<file path="src/rtl/switch_port_arbiter_pkg.sv">
// Shared types and constants for the 4-port switch fabric arbiter.
// Widths here are the fabric defaults; the arbiter derives its own from its parameters.
package switch_pkg;

   localparam int NPORTS = 4;
   localparam int DATA_W = 32;
   localparam int PORT_W = $clog2(NPORTS);

   localparam logic [DATA_W-1:0] EOP_WORD = '0;

   typedef logic [PORT_W-1:0] port_t;
   typedef logic [DATA_W-1:0] word_t;

   typedef enum logic {
      IN_IDLE,
      IN_LOCKED
   } in_state_t;

   typedef enum logic {
      OUT_FREE,
      OUT_BUSY
   } out_state_t;

endpackage

</file>
<file path="src/rtl/switch_port_arbiter_if.sv">
// Bundle between the input FIFO readers (master) and the port arbiter (slave).
// Head words, ready strobes, forwarded words and ownership/perf reporting.
interface switch_port_arbiter_if #(
   parameter int NPORTS = switch_pkg::NPORTS,
   parameter int DATA_W = switch_pkg::DATA_W
);
   localparam int PORT_W = $clog2(NPORTS);

   logic [NPORTS-1:0]        in_valid;
   logic [NPORTS*DATA_W-1:0] in_data;
   logic [NPORTS-1:0]        in_ready;
   logic [NPORTS-1:0]        out_valid;
   logic [NPORTS*DATA_W-1:0] out_data;
   logic [NPORTS-1:0]        out_busy;
   logic [NPORTS*PORT_W-1:0] out_owner;
   logic [31:0]              stall_count;

   modport master (
      output in_valid,
      output in_data,
      input  in_ready,
      input  out_valid,
      input  out_data,
      input  out_busy,
      input  out_owner,
      input  stall_count
   );

   modport slave (
      input  in_valid,
      input  in_data,
      output in_ready,
      output out_valid,
      output out_data,
      output out_busy,
      output out_owner,
      output stall_count
   );

endinterface

</file>
<file path="src/rtl/switch_port_arbiter_rr_arbiter.sv">
// Single-output round-robin picker: first requester at or above ptr_i, wrapping.
// Purely combinational; NPORTS must be a power of two so the index wraps for free.
module rr_arbiter #(
   parameter int NPORTS = switch_pkg::NPORTS
) (
   input  logic [NPORTS-1:0]         req_i,
   input  logic [$clog2(NPORTS)-1:0] ptr_i,
   output logic [NPORTS-1:0]         gnt_o,
   output logic [$clog2(NPORTS)-1:0] gnt_idx_o,
   output logic                      any_gnt_o
);
   localparam int PORT_W = $clog2(NPORTS);

   logic [PORT_W-1:0] idx;

   // Walk offsets from farthest to nearest so the nearest requester wins last.
   always_comb begin
      idx       = '0;
      gnt_idx_o = '0;
      any_gnt_o = 1'b0;
      for (int k = NPORTS - 1; k >= 0; k--) begin
         idx = ptr_i + PORT_W'(k);
         if (req_i[idx]) begin
            gnt_idx_o = idx;
            any_gnt_o = 1'b1;
         end
      end
   end

   always_comb begin
      gnt_o = '0;
      if (any_gnt_o) begin
         gnt_o[gnt_idx_o] = 1'b1;
      end
   end

endmodule

</file>
<file path="src/rtl/switch_port_arbiter.sv">
// Output-port arbiter: locks each output to one input from header to EOP, round-robin per output.
// Forwarded words appear one cycle after acceptance; losers see in_ready=0 and hold their word.
module switch_port_arbiter #(
   parameter int NPORTS = switch_pkg::NPORTS,
   parameter int DATA_W = switch_pkg::DATA_W
) (
   input  logic                 clk,
   input  logic                 reset,
   switch_port_arbiter_if.slave bus
);
   import switch_pkg::*;

   localparam int PORT_W = $clog2(NPORTS);

   logic [NPORTS-1:0][DATA_W-1:0] word;
   logic [NPORTS-1:0]             is_eop;
   logic [NPORTS-1:0]             rdy;
   logic                          stalled;

   logic [NPORTS-1:0][NPORTS-1:0] req;
   logic [NPORTS-1:0][NPORTS-1:0] gnt;
   logic [NPORTS-1:0][PORT_W-1:0] gnt_idx;
   logic [NPORTS-1:0]             any_gnt;
   logic [NPORTS-1:0][NPORTS-1:0] lock_hit;
   logic [NPORTS-1:0][NPORTS-1:0] sel;

   in_state_t                     in_state_q [NPORTS];
   in_state_t                     in_state_d [NPORTS];
   logic [NPORTS-1:0][PORT_W-1:0] in_dest_q, in_dest_d;

   out_state_t                    out_state_q [NPORTS];
   out_state_t                    out_state_d [NPORTS];
   logic [NPORTS-1:0][PORT_W-1:0] out_owner_q, out_owner_d;
   logic [NPORTS-1:0][PORT_W-1:0] rr_ptr_q, rr_ptr_d;

   logic [NPORTS-1:0]             out_valid_q, out_valid_d;
   logic [NPORTS-1:0][DATA_W-1:0] out_data_q, out_data_d;
   logic [31:0]                   stall_q, stall_d;

   always_comb begin
      for (int i = 0; i < NPORTS; i++) begin
         word[i]   = bus.in_data[i*DATA_W +: DATA_W];
         is_eop[i] = (word[i] == DATA_W'(EOP_WORD));
      end
   end

   // Only idle inputs compete, and only for outputs that are currently free.
   always_comb begin
      req = '0;
      for (int o = 0; o < NPORTS; o++) begin
         for (int i = 0; i < NPORTS; i++) begin
            req[o][i] = bus.in_valid[i]
                        && (in_state_q[i] == IN_IDLE)
                        && (word[i][PORT_W-1:0] == PORT_W'(o))
                        && (out_state_q[o] == OUT_FREE);
         end
      end
   end

   for (genvar o = 0; o < NPORTS; o++) begin : g_arb
      rr_arbiter #(
         .NPORTS (NPORTS)
      ) u_rr_arbiter (
         .req_i     (req[o]),
         .ptr_i     (rr_ptr_q[o]),
         .gnt_o     (gnt[o]),
         .gnt_idx_o (gnt_idx[o]),
         .any_gnt_o (any_gnt[o])
      );
   end

   always_comb begin
      lock_hit = '0;
      for (int o = 0; o < NPORTS; o++) begin
         for (int i = 0; i < NPORTS; i++) begin
            lock_hit[o][i] = bus.in_valid[i]
                             && (in_state_q[i] == IN_LOCKED)
                             && (in_dest_q[i] == PORT_W'(o));
         end
      end
   end

   always_comb begin
      rdy = '0;
      for (int i = 0; i < NPORTS; i++) begin
         rdy[i] = bus.in_valid[i] && (in_state_q[i] == IN_LOCKED);
      end
      for (int o = 0; o < NPORTS; o++) begin
         rdy = rdy | gnt[o];
      end
   end

   assign stalled = |(bus.in_valid & ~rdy);

   // Each output has at most one selected source, so an AND-OR mux suffices.
   always_comb begin
      out_valid_d = '0;
      out_data_d  = out_data_q;
      sel         = '0;
      for (int o = 0; o < NPORTS; o++) begin
         sel[o]         = gnt[o] | lock_hit[o];
         out_valid_d[o] = |sel[o];
         if (out_valid_d[o]) begin
            out_data_d[o] = '0;
            for (int i = 0; i < NPORTS; i++) begin
               out_data_d[o] = out_data_d[o] | (word[i] & {DATA_W{sel[o][i]}});
            end
         end
      end
   end

   // Grants touch only FREE outputs / IDLE inputs and releases only BUSY / LOCKED, so they never collide.
   always_comb begin
      in_state_d  = in_state_q;
      in_dest_d   = in_dest_q;
      out_state_d = out_state_q;
      out_owner_d = out_owner_q;
      rr_ptr_d    = rr_ptr_q;
      for (int o = 0; o < NPORTS; o++) begin
         if (any_gnt[o]) begin
            rr_ptr_d[o] = gnt_idx[o] + PORT_W'(1);
            if (!is_eop[gnt_idx[o]]) begin
               out_state_d[o]          = OUT_BUSY;
               out_owner_d[o]          = gnt_idx[o];
               in_state_d[gnt_idx[o]]  = IN_LOCKED;
               in_dest_d[gnt_idx[o]]   = PORT_W'(o);
            end
         end
      end
      for (int i = 0; i < NPORTS; i++) begin
         if ((in_state_q[i] == IN_LOCKED) && bus.in_valid[i] && is_eop[i]) begin
            in_state_d[i]               = IN_IDLE;
            out_state_d[in_dest_q[i]]   = OUT_FREE;
            out_owner_d[in_dest_q[i]]   = '0;
         end
      end
   end

   always_comb begin
      stall_d = stall_q;
      if (stalled && (stall_q != 32'hFFFF_FFFF)) begin
         stall_d = stall_q + 32'd1;
      end
   end

   always_ff @(posedge clk) begin
      if (reset) begin
         for (int i = 0; i < NPORTS; i++) begin
            in_state_q[i]  <= IN_IDLE;
            out_state_q[i] <= OUT_FREE;
         end
         in_dest_q   <= '0;
         out_owner_q <= '0;
         rr_ptr_q    <= '0;
         out_valid_q <= '0;
         out_data_q  <= '0;
         stall_q     <= '0;
      end else begin
         in_state_q  <= in_state_d;
         out_state_q <= out_state_d;
         in_dest_q   <= in_dest_d;
         out_owner_q <= out_owner_d;
         rr_ptr_q    <= rr_ptr_d;
         out_valid_q <= out_valid_d;
         out_data_q  <= out_data_d;
         stall_q     <= stall_d;
      end
   end

   always_comb begin
      bus.in_ready    = rdy;
      bus.out_valid   = out_valid_q;
      bus.stall_count = stall_q;
      bus.out_data    = '0;
      bus.out_busy    = '0;
      bus.out_owner   = '0;
      for (int o = 0; o < NPORTS; o++) begin
         bus.out_data[o*DATA_W +: DATA_W]  = out_data_q[o];
         bus.out_busy[o]                   = (out_state_q[o] == OUT_BUSY);
         bus.out_owner[o*PORT_W +: PORT_W] = out_owner_q[o];
      end
   end

endmodule

</file>
<file path="src/flat_wrapper.sv">
// flat-port wrapper written by rule: the top's interface ports become plain ports
module switch_port_arbiter_flat import switch_pkg::*;
#(
   parameter int NPORTS = switch_pkg::NPORTS,
   parameter int DATA_W = switch_pkg::DATA_W
)
  (clk, reset, bus_in_valid, bus_in_data, bus_in_ready, bus_out_valid, bus_out_data, bus_out_busy, bus_out_owner, bus_stall_count);
  switch_port_arbiter_if #(.NPORTS(NPORTS), .DATA_W(DATA_W)) bus_i ();
  input  logic clk;
  input  logic reset;
  input wire logic [$bits(bus_i.in_valid)-1:0] bus_in_valid;
  input wire logic [$bits(bus_i.in_data)-1:0] bus_in_data;
  output wire logic [$bits(bus_i.in_ready)-1:0] bus_in_ready;
  output wire logic [$bits(bus_i.out_valid)-1:0] bus_out_valid;
  output wire logic [$bits(bus_i.out_data)-1:0] bus_out_data;
  output wire logic [$bits(bus_i.out_busy)-1:0] bus_out_busy;
  output wire logic [$bits(bus_i.out_owner)-1:0] bus_out_owner;
  output wire logic [$bits(bus_i.stall_count)-1:0] bus_stall_count;
  assign bus_i.in_valid = bus_in_valid;
  assign bus_i.in_data = bus_in_data;
  assign bus_in_ready = bus_i.in_ready;
  assign bus_out_valid = bus_i.out_valid;
  assign bus_out_data = bus_i.out_data;
  assign bus_out_busy = bus_i.out_busy;
  assign bus_out_owner = bus_i.out_owner;
  assign bus_stall_count = bus_i.stall_count;
  switch_port_arbiter #(.NPORTS(NPORTS), .DATA_W(DATA_W)) u_core (.clk(clk), .reset(reset), .bus(bus_i));
endmodule
</file>
<file path="config.mk">
export PLATFORM = sky130hd
export DESIGN_NAME = switch_port_arbiter_flat
export DESIGN_NICKNAME = d
export VERILOG_FILES = /design/src/rtl/switch_port_arbiter_pkg.sv /design/src/rtl/switch_port_arbiter_if.sv /design/src/rtl/switch_port_arbiter_rr_arbiter.sv /design/src/rtl/switch_port_arbiter.sv /design/src/flat_wrapper.sv
export SDC_FILE = /design/constraint.sdc
export NUM_CORES = 1
export LEC_CHECK = 0
export ABC_CLOCK_PERIOD_IN_PS = 4900
export BUFFER_PORTS_ARGS = -buffer_cell sky130_fd_sc_hd__buf_2
export CELL_PAD_IN_SITES_DETAIL_PLACEMENT = 0
export CELL_PAD_IN_SITES_GLOBAL_PLACEMENT = 1
export CORE_MARGIN = 1.5
export CORE_UTILIZATION = 38
export CTS_CLUSTER_DIAMETER = 60
export CTS_CLUSTER_SIZE = 20
export DETAILED_ROUTE_END_ITERATION = 7
export PLACE_DENSITY = 0.85
export SYNTH_ARGS = -nofsm -noshare
export SYNTH_HDL_FRONTEND = slang
export SYNTH_SLANG_ARGS = --single-unit
</file>
<file path="constraint.sdc">
create_clock -name clk -period 4.9 [get_ports clk]
set_input_delay 0.245 -clock clk [delete_from_list [all_inputs] [get_ports clk]]
set_output_delay 0.245 -clock clk [all_outputs]
set_load 0.01 [all_outputs]
</file>
==> results.json, run 1 <==
{
  "cts_buffers": 17,
  "hpwl_um": 30800,
  "hold_viol_final": 0,
  "max_slew_margin_pct": 13.2,
  "cp-endpoint": "u_core.bus.stall_count[22]$_SDFFE_PP0P_",
  "syn_area_mm2": 0.0107,
  "critPathLaunchType": "register",
  "place_congestion": 0.937,
  "hold_path.class": "primary input to register",
  "pin_count": 314,
  "worst_slew_pin_slew_ps": 1300,
  "final_common_cell": "buf_2",
  "grt_setup_unrepaired": "no",
  "dpl_cell_area_mm2": 0.0127,
  "clk_pin_slew_worst_paths_ps": 90,
  "slew_viol_final": 0,
  "violations": "DRC",
  "viasPerCell": 6.46,
  "swShare_pct": 38.6,
  "power_frac_clock_pct": 28.4,
  "die_width_um": 171,
  "start_util_pct": 38.6,
  "outcome": "complete, but fails checks",
  "fmax_mhz": 229,
  "syn_area_per_cell_um2": 8.14,
  "crit_path_end_kind": "register",
  "grt_pass1_wl_um": 68600,
  "drv_cap": 0,
  "grt_max_degree": 103,
  "cts_setup_buffers": 0,
  "power_density_mw_per_mm2": 374,
  "globalRoute.totalOverflow": 0,
  "cp.arrival_ps": 4700,
  "drive_gt1_share_pct": 26.1,
  "die_y_um": 171,
  "whs_ps": 148,
  "p_comb_share_pct": 31.7,
  "p_int_w": 0.00304,
  "cts_hold_buffers": 0,
  "synth-edff-count": 0,
  "async_flop_share_pct": 0,
  "fin_tns_setup_ps": 0,
  "cts-root-buf": "clkbuf_16",
  "yosysUniqueCellTypes": 66,
  "synth_top_flop_cell": "dfxtp_1",
  "clock_path_buffers": 2,
  "layout_common_cells": "buf_2, a22oi_1, dfxtp_1",
  "worstPathRequired_ps": 5230,
  "drc": 3,
  "vias": 12619,
  "drtPass1Iterations": 8,
  "antenna_found_initial": 4,
  "fin_nets": 1711,
  "fin_skew_ps": 18.8,
  "core_mm2": 0.0277,
  "p_switching_w": 0.00191,
  "synth-seq-area-share_pct": 36.7,
  "fillerInstances": 2710,
  "post_cts_resized": 0,
  "rows": 61,
  "ys_seq_elements": 196,
  "syn_inst": 1313,
  "fin_crit_ps": 4360,
  "syn2layout_area_growth_pct": 23.9,
  "r2r-start": "u_core.in_state_q[2]$_SDFF_PP0_",
  "routed_wl_um": 46500,
  "crit_fanout": 52,
  "finalCritPeriodShare_pct": 89.0,
  "numPortBuffers": 313,
  "cts.sink_count": 196,
  "initialDrtViolationCount": 1487,
  "critPathLaunch": "u_core.in_state_q[2]$_SDFF_PP0_",
  "h-tree-depth": 4,
  "yosysWarnings": 0,
  "synth_fp_nets": 1464,
  "worstSetupPathType": "register to register",
  "ant_nets": 0,
  "r2r_slack_ps": 540,
  "die_area_mm2": 0.0292,
  "grt_pass1_vias": 11599,
  "p_leak_nw": 5.07,
  "peakVddDrop_v": 0.000244,
  "avgRoutedWirePerCell_um": 23.8,
  "cts_tree": "yes",
  "grt_util_all_layers_pct": 30.4,
  "setup_viol": 0,
  "pwr-share-seq_pct": 39.9,
  "clock_latency_ps": 450,
  "final_cell_area_mm2": 0.0132,
  "rr_endpoint": "u_core.bus.stall_count[22]$_SDFFE_PP0P_",
  "r2r_cells": 14
}
[worst max-delay path: stages, from the launching register on]
cell and delay (ps):
dfxtp_1 350, nand2b_1 180, nor4b_1 840, inv_1 140
a21oi_1 200, o22ai_1 100, a21oi_1 390, inv_1 120
ha_1 230, o41ai_1 180, nand4_1 210, o22a_1 270
o221a_4 290, nor4_1 370, mux2_2 370
[metrics by stage]
step | cells | util (%) | worst slack [ps] | power [W]
floorplan | 1313 | - | 1420 | 0.00283
global placement | 1919 | 45.8 | 822 | 0.00352
detailed placement | 1919 | 45.8 | 673 | 0.00353
CTS | 1950 | 47.8 | 663 | 0.00493
global route | 1952 | 47.8 | 20.6 | 0.00516
finish | 1953 | 47.8 | 538 | 0.00495
[logic make-up after synthesis]
kind of cell | synth area share [%]
fa+ha+maj | 1.99
buf+inv | 4.80
compound gates | 34.3
simple gates | 21.0
mux | 1.23
flops | 36.7
[power groups by stage]
stage / sequential, W / clock [W] / combinational (W)
4_1_cts: 0.00197 / 0.00143 / 0.00153
6_report: 0.00197 / 0.00141 / 0.00157
5_1_grt: 0.00200 / 0.00149 / 0.00167
3_3_place_gp: 0.00200 / 0 / 0.00152
3_5_place_dp: 0.00200 / 0 / 0.00153
2_1_floorplan: 0.00207 / 0 / 0.000761
[cells in the mapped netlist (all sizes together), types with 2 or more instances]
| cell | count | area share, % |
|---|---|---|
| a22oi | 258 | 18 |
| dfxtp | 196 | 37 |
| nand2 | 180 | 6.4 |
| a31oi | 128 | 7.5 |
| clkbuf | 87 | 3.1 |
| nor4 | 50 | 3.2 |
| nor2 | 49 | 1.7 |
| a21oi | 40 | 1.9 |
| o21ai | 29 | 1.4 |
| nand4 | 24 | 1.5 |
| buf | 19 | 1.1 |
| inv | 19 | 0.67 |
| nor3 | 19 | 0.89 |
| ha | 17 | 2.0 |
| nand3 | 17 | 0.80 |
| o31ai | 15 | 1.1 |
| nand2b | 13 | 0.76 |
| nor2b | 13 | 0.76 |
| or3 | 12 | 0.70 |
| or4 | 11 | 0.77 |
| or2 | 10 | 0.59 |
| and3 | 9 | 0.57 |
| mux2 | 9 | 0.95 |
| nor3b | 9 | 0.63 |
| o22ai | 8 | 0.47 |
| o21a | 7 | 0.49 |
| a211oi | 6 | 0.42 |
| a311oi | 5 | 0.41 |
| a41o | 5 | 0.47 |
| a21boi | 4 | 0.28 |
| and4 | 4 | 0.33 |
| nand3b | 4 | 0.32 |
| nor4b | 4 | 0.39 |
| o41ai | 4 | 0.33 |
| or4b | 4 | 0.41 |
| and2 | 3 | 0.18 |
| mux2i | 3 | 0.28 |
| o211ai | 3 | 0.26 |
| o32ai | 3 | 0.25 |
| a31o | 2 | 0.16 |
[worst min-delay path by stage]
stage                                       startpoint                               endpoint  slack (ps)  cells after the start
floorplan                               bus_in_data[4]  u_core.bus.out_data[100]$_SDFFE_PP0P_         430                      2
global placement    u_core.bus.out_owner[7]$_SDFF_PP0_     u_core.bus.out_owner[7]$_SDFF_PP0_         460                      2
detailed placement  u_core.bus.out_owner[5]$_SDFF_PP0_     u_core.bus.out_owner[5]$_SDFF_PP0_         460                      2
CTS                                     bus_in_data[9]    u_core.bus.out_data[9]$_SDFFE_PP0P_         130                      3
global route                           bus_in_data[68]   u_core.bus.out_data[36]$_SDFFE_PP0P_         160                      3
finish                                  bus_in_data[9]    u_core.bus.out_data[9]$_SDFFE_PP0P_         150                      3
[area by class of cell]
cell class	instances	area (um^2)	share of cell area [%]
Multi-Input combinational cell	992	6470	48.8
Sequential cell	196	3920	29.6
Timing Repair Buffer	334	1740	13.2
Tap cell	378	473	3.57
Clock buffer	18	429	3.24
Clock inverter	13	133	1.00
Inverter	19	71.3	0.538
Antenna cell	3	7.51	0.0567
[flip-flops by register name, summed over array words and instances, names as in the netlist]
register,cells
u_core.bus.out_data,128
u_core.in_state_q,4
u_core.in_dest_q,8
u_core.bus.out_owner,8
u_core.bus.out_valid,4
u_core.bus.out_busy,4
u_core.bus.stall_count,32
u_core.rr_ptr_q,8
[per-layer routing]
layer	share of wire (%)	vias to the layer above	track usage (%)
met5	0.028	-	0
li1	-	5644	-
met4	3.3	2	11.8
met3	10	113	6.15
met1	42	6018	41.5
met2	45	842	47.0
(Power assumes the default switching activity.)
==> run 2, diff against run 1 <==
--- a/config.mk
+++ b/config.mk
@@ -5,16 +5,17 @@
 export SDC_FILE = /design/constraint.sdc
 export NUM_CORES = 1
 export LEC_CHECK = 0
+export ABC_AREA = 1
 export ABC_CLOCK_PERIOD_IN_PS = 4900
 export BUFFER_PORTS_ARGS = -buffer_cell sky130_fd_sc_hd__buf_2
 export CELL_PAD_IN_SITES_DETAIL_PLACEMENT = 0
 export CELL_PAD_IN_SITES_GLOBAL_PLACEMENT = 1
 export CORE_MARGIN = 1.5
-export CORE_UTILIZATION = 38
+export CORE_UTILIZATION = 37
 export CTS_CLUSTER_DIAMETER = 60
 export CTS_CLUSTER_SIZE = 20
 export DETAILED_ROUTE_END_ITERATION = 7
-export PLACE_DENSITY = 0.85
+export PLACE_DENSITY = 0.84
 export SYNTH_ARGS = -nofsm -noshare
 export SYNTH_HDL_FRONTEND = slang
 export SYNTH_SLANG_ARGS = --single-unit
==> run 2 against run 1 <==
Effect of this change:
- the run now ends clean
- worst setup slack better by 510 ps
- sequential power rose by 27%
- first-iteration DRC count is 4.6% lower
- design area is 12% higher
- critical endpoint is now u_core.bus.out_data[105]$_SDFFE_PP0P_
- largest power group is now combinational logic
==> results.json, run 2 <==
{
  "syn_area_per_cell_um2": 6.58,
  "outcome": "complete, no violations",
  "setup_viol": 0,
  "rows": 66,
  "cts-root-buf": "clkbuf_16",
  "drv_cap": 0,
  "dpl_cell_area_mm2": 0.0142,
  "cts.sink_count": 196,
  "fmax_mhz": 260,
  "viasPerCell": 5.62,
  "cts_buffers": 17,
  "grt_pass1_vias": 13371,
  "worstPathRequired_ps": 5270,
  "vias": 14487,
  "clock_path_buffers": 2,
  "grt_setup_unrepaired": "no",
  "h-tree-depth": 4,
  "worstSetupPathType": "register to register",
  "clk_pin_slew_worst_paths_ps": 70,
  "antenna_found_initial": 13,
  "hold_viol_final": 0,
  "p_switching_w": 0.00644,
  "seqCellArea_mm2": 0.00392,
  "drc": 0,
  "finalCritPeriodShare_pct": 78.5,
  "slew_viol_final": 0,
  "cts_setup_buffers": 0,
  "hpwl_um": 37200,
  "yosysUniqueCellTypes": 46,
  "die_width_um": 185,
  "grt_pass1_wl_um": 77000,
  "routed_wl_um": 51400,
  "die_area_mm2": 0.0341,
  "globalRoute.totalOverflow": 0,
  "place_inst": 2539,
  "final_common_cell": "nand2_1",
  "swShare_pct": 53.6,
  "cp.arrival_ps": 4220,
  "yosysMostFrequentCell": "nand2_1",
  "ant_nets": 0,
  "pin_count": 314,
  "syn2layout_area_growth_pct": 21.3,
  "crit_fanout": 33,
  "numPortBuffers": 313,
  "crit_path_end_kind": "register",
  "power_frac_clock_pct": 12.7,
  "fillerInstances": 3459,
  "start_util_pct": 37.5,
  "yosysTopAreaCell": "dfxtp_1",
  "grt_max_degree": 102,
  "peakVddDrop_v": 0.000417,
  "core_mm2": 0.0325,
  "avgRoutedWirePerCell_um": 19.9,
  "synthTopCellsByCount": "nand2_1, dfxtp_1, a21oi_1, inv_1, nor2_1",
  "max_slew_margin_pct": 37.0,
  "p_total_w": 0.0120,
  "synth_area_leaders": "dfxtp_1, nand2_1, a21oi_1",
  "synth_top_flop_cell": "dfxtp_1",
  "cts_hold_buffers": 0,
  "syn_inst": 1854,
  "fin_crit_ps": 3850,
  "p_leak_nw": 6.78,
  "drive_gt1_share_pct": 20.0,
  "die_y_um": 185,
  "fin_nets": 2267,
  "post_cts_resized": 0,
  "pwr-share-seq_pct": 20.8,
  "critPathLaunchType": "register",
  "synth_top_area_share_pct": 32.1,
  "async_flop_share_pct": 0,
  "fin_tns_setup_ps": 0,
  "ys_seq_elements": 196,
  "fin_skew_ps": 10.7,
  "initialDrtViolationCount": 1419,
  "instances_no_fill": 2579,
  "largest_reg_flops": 128,
  "p_comb_share_pct": 66.5,
  "multi_input_area_mm2": 0.00723,
  "cts_tree": "yes",
  "grt_util_all_layers_pct": 29.5,
  "place_congestion": 0.934,
  "syn_area_mm2": 0.0122,
  "synth-edff-count": 0,
  "clock_latency_ps": 460,
  "layout_common_cells": "nand2_1, buf_2, dfxtp_1",
  "whs_ps": 119,
  "synth_fp_nets": 2005,
  "worst_slew_pin_slew_ps": 945,
  "synth-seq-area-share_pct": 32.1,
  "final_cell_area_mm2": 0.0148,
  "r2r_slack_ps": 1050,
  "yosysWarnings": 0,
  "power_density_mw_per_mm2": 812,
  "p_int_w": 0.00558,
  "drtPass1Iterations": 6,
  "hold_path.class": "primary input to register"
}
[run 2: through the flow]
| stage | worst slack, ps | util (%) |
|---|---|---|
| final | 1050 | 45.5 |
| after floorplan | 2060 | - |
| after global routing | 681 | 45.5 |
| after global placement | 1120 | 43.5 |
| after CTS | 1130 | 45.4 |
| after detailed placement | 1100 | 43.5 |
[run 2: cells by family after synthesis]
group           Yosys count  share of synthesized area (%)
buf+inv                 274                           9.11
fa+ha+maj                17                           1.74
mux                       4                          0.328
simple gates            875                           31.0
flops                   196                           32.1
xor+xnor                 34                           2.50
compound gates          454                           23.2
[run 2: metal layers]
metal / wire [um] / GRT usage (%)
met4: 1420 / 10.9
met2: 23400 / 47.6
met1: 21600 / 38.3
met5: 64 / 0
met3: 4900 / 6.66
[run 2: power by group through the flow]
| stage | Combinational (W) | Clock, W | Sequential (W) |
|---|---|---|---|
| after floorplan | 0.00519 | 0 | 0.00263 |
| after global routing | 0.00869 | 0.00161 | 0.00255 |
| after CTS | 0.00790 | 0.00155 | 0.00250 |
| after global placement | 0.00778 | 0 | 0.00253 |
| after detailed placement | 0.00788 | 0 | 0.00253 |
| final | 0.00799 | 0.00153 | 0.00250 |
[run 2: layout make-up]
cell class	instances	share of cell area, %
clock buffers	19	3.06
flip-flops and latches	196	26.5
clock inverters	13	1.16
repair buffers	340	12.1
diodes	8	0.135
multi-input cells	1384	48.9
well taps	442	3.73
inverters	177	4.49
[run 2: path summary, 6_finish.rpt]
kind,from,end,cells after the start
setup / recovery,u_core.in_state_q[3]$_SDFF_PP0_,u_core.bus.out_data[105]$_SDFFE_PP0P_,18
hold / removal,bus_in_data[120],u_core.bus.out_data[120]$_SDFFE_PP0P_,3
setup reg to reg,u_core.in_state_q[3]$_SDFF_PP0_,u_core.bus.out_data[105]$_SDFFE_PP0P_,18
hold reg to reg,u_core.bus.out_data[112]$_SDFFE_PP0P_,u_core.bus.out_data[112]$_SDFFE_PP0P_,2
[run 2: worst max-delay path: stages (launching register included)]
cell and delay [ps]:
dfxtp_1 330, nor2_1 360, nand4_1 200, nand2_1 120, nand2_1 80, nor2_1 130, inv_1 50, a32o_1 250
or2_2 270, nand2_1 130, inv_1 100, ha_1 200, nand2_1 150, o31ai_4 100, buf_4 310, nor4_4 190
buf_4 500, nand2_1 110, a21oi_1 150
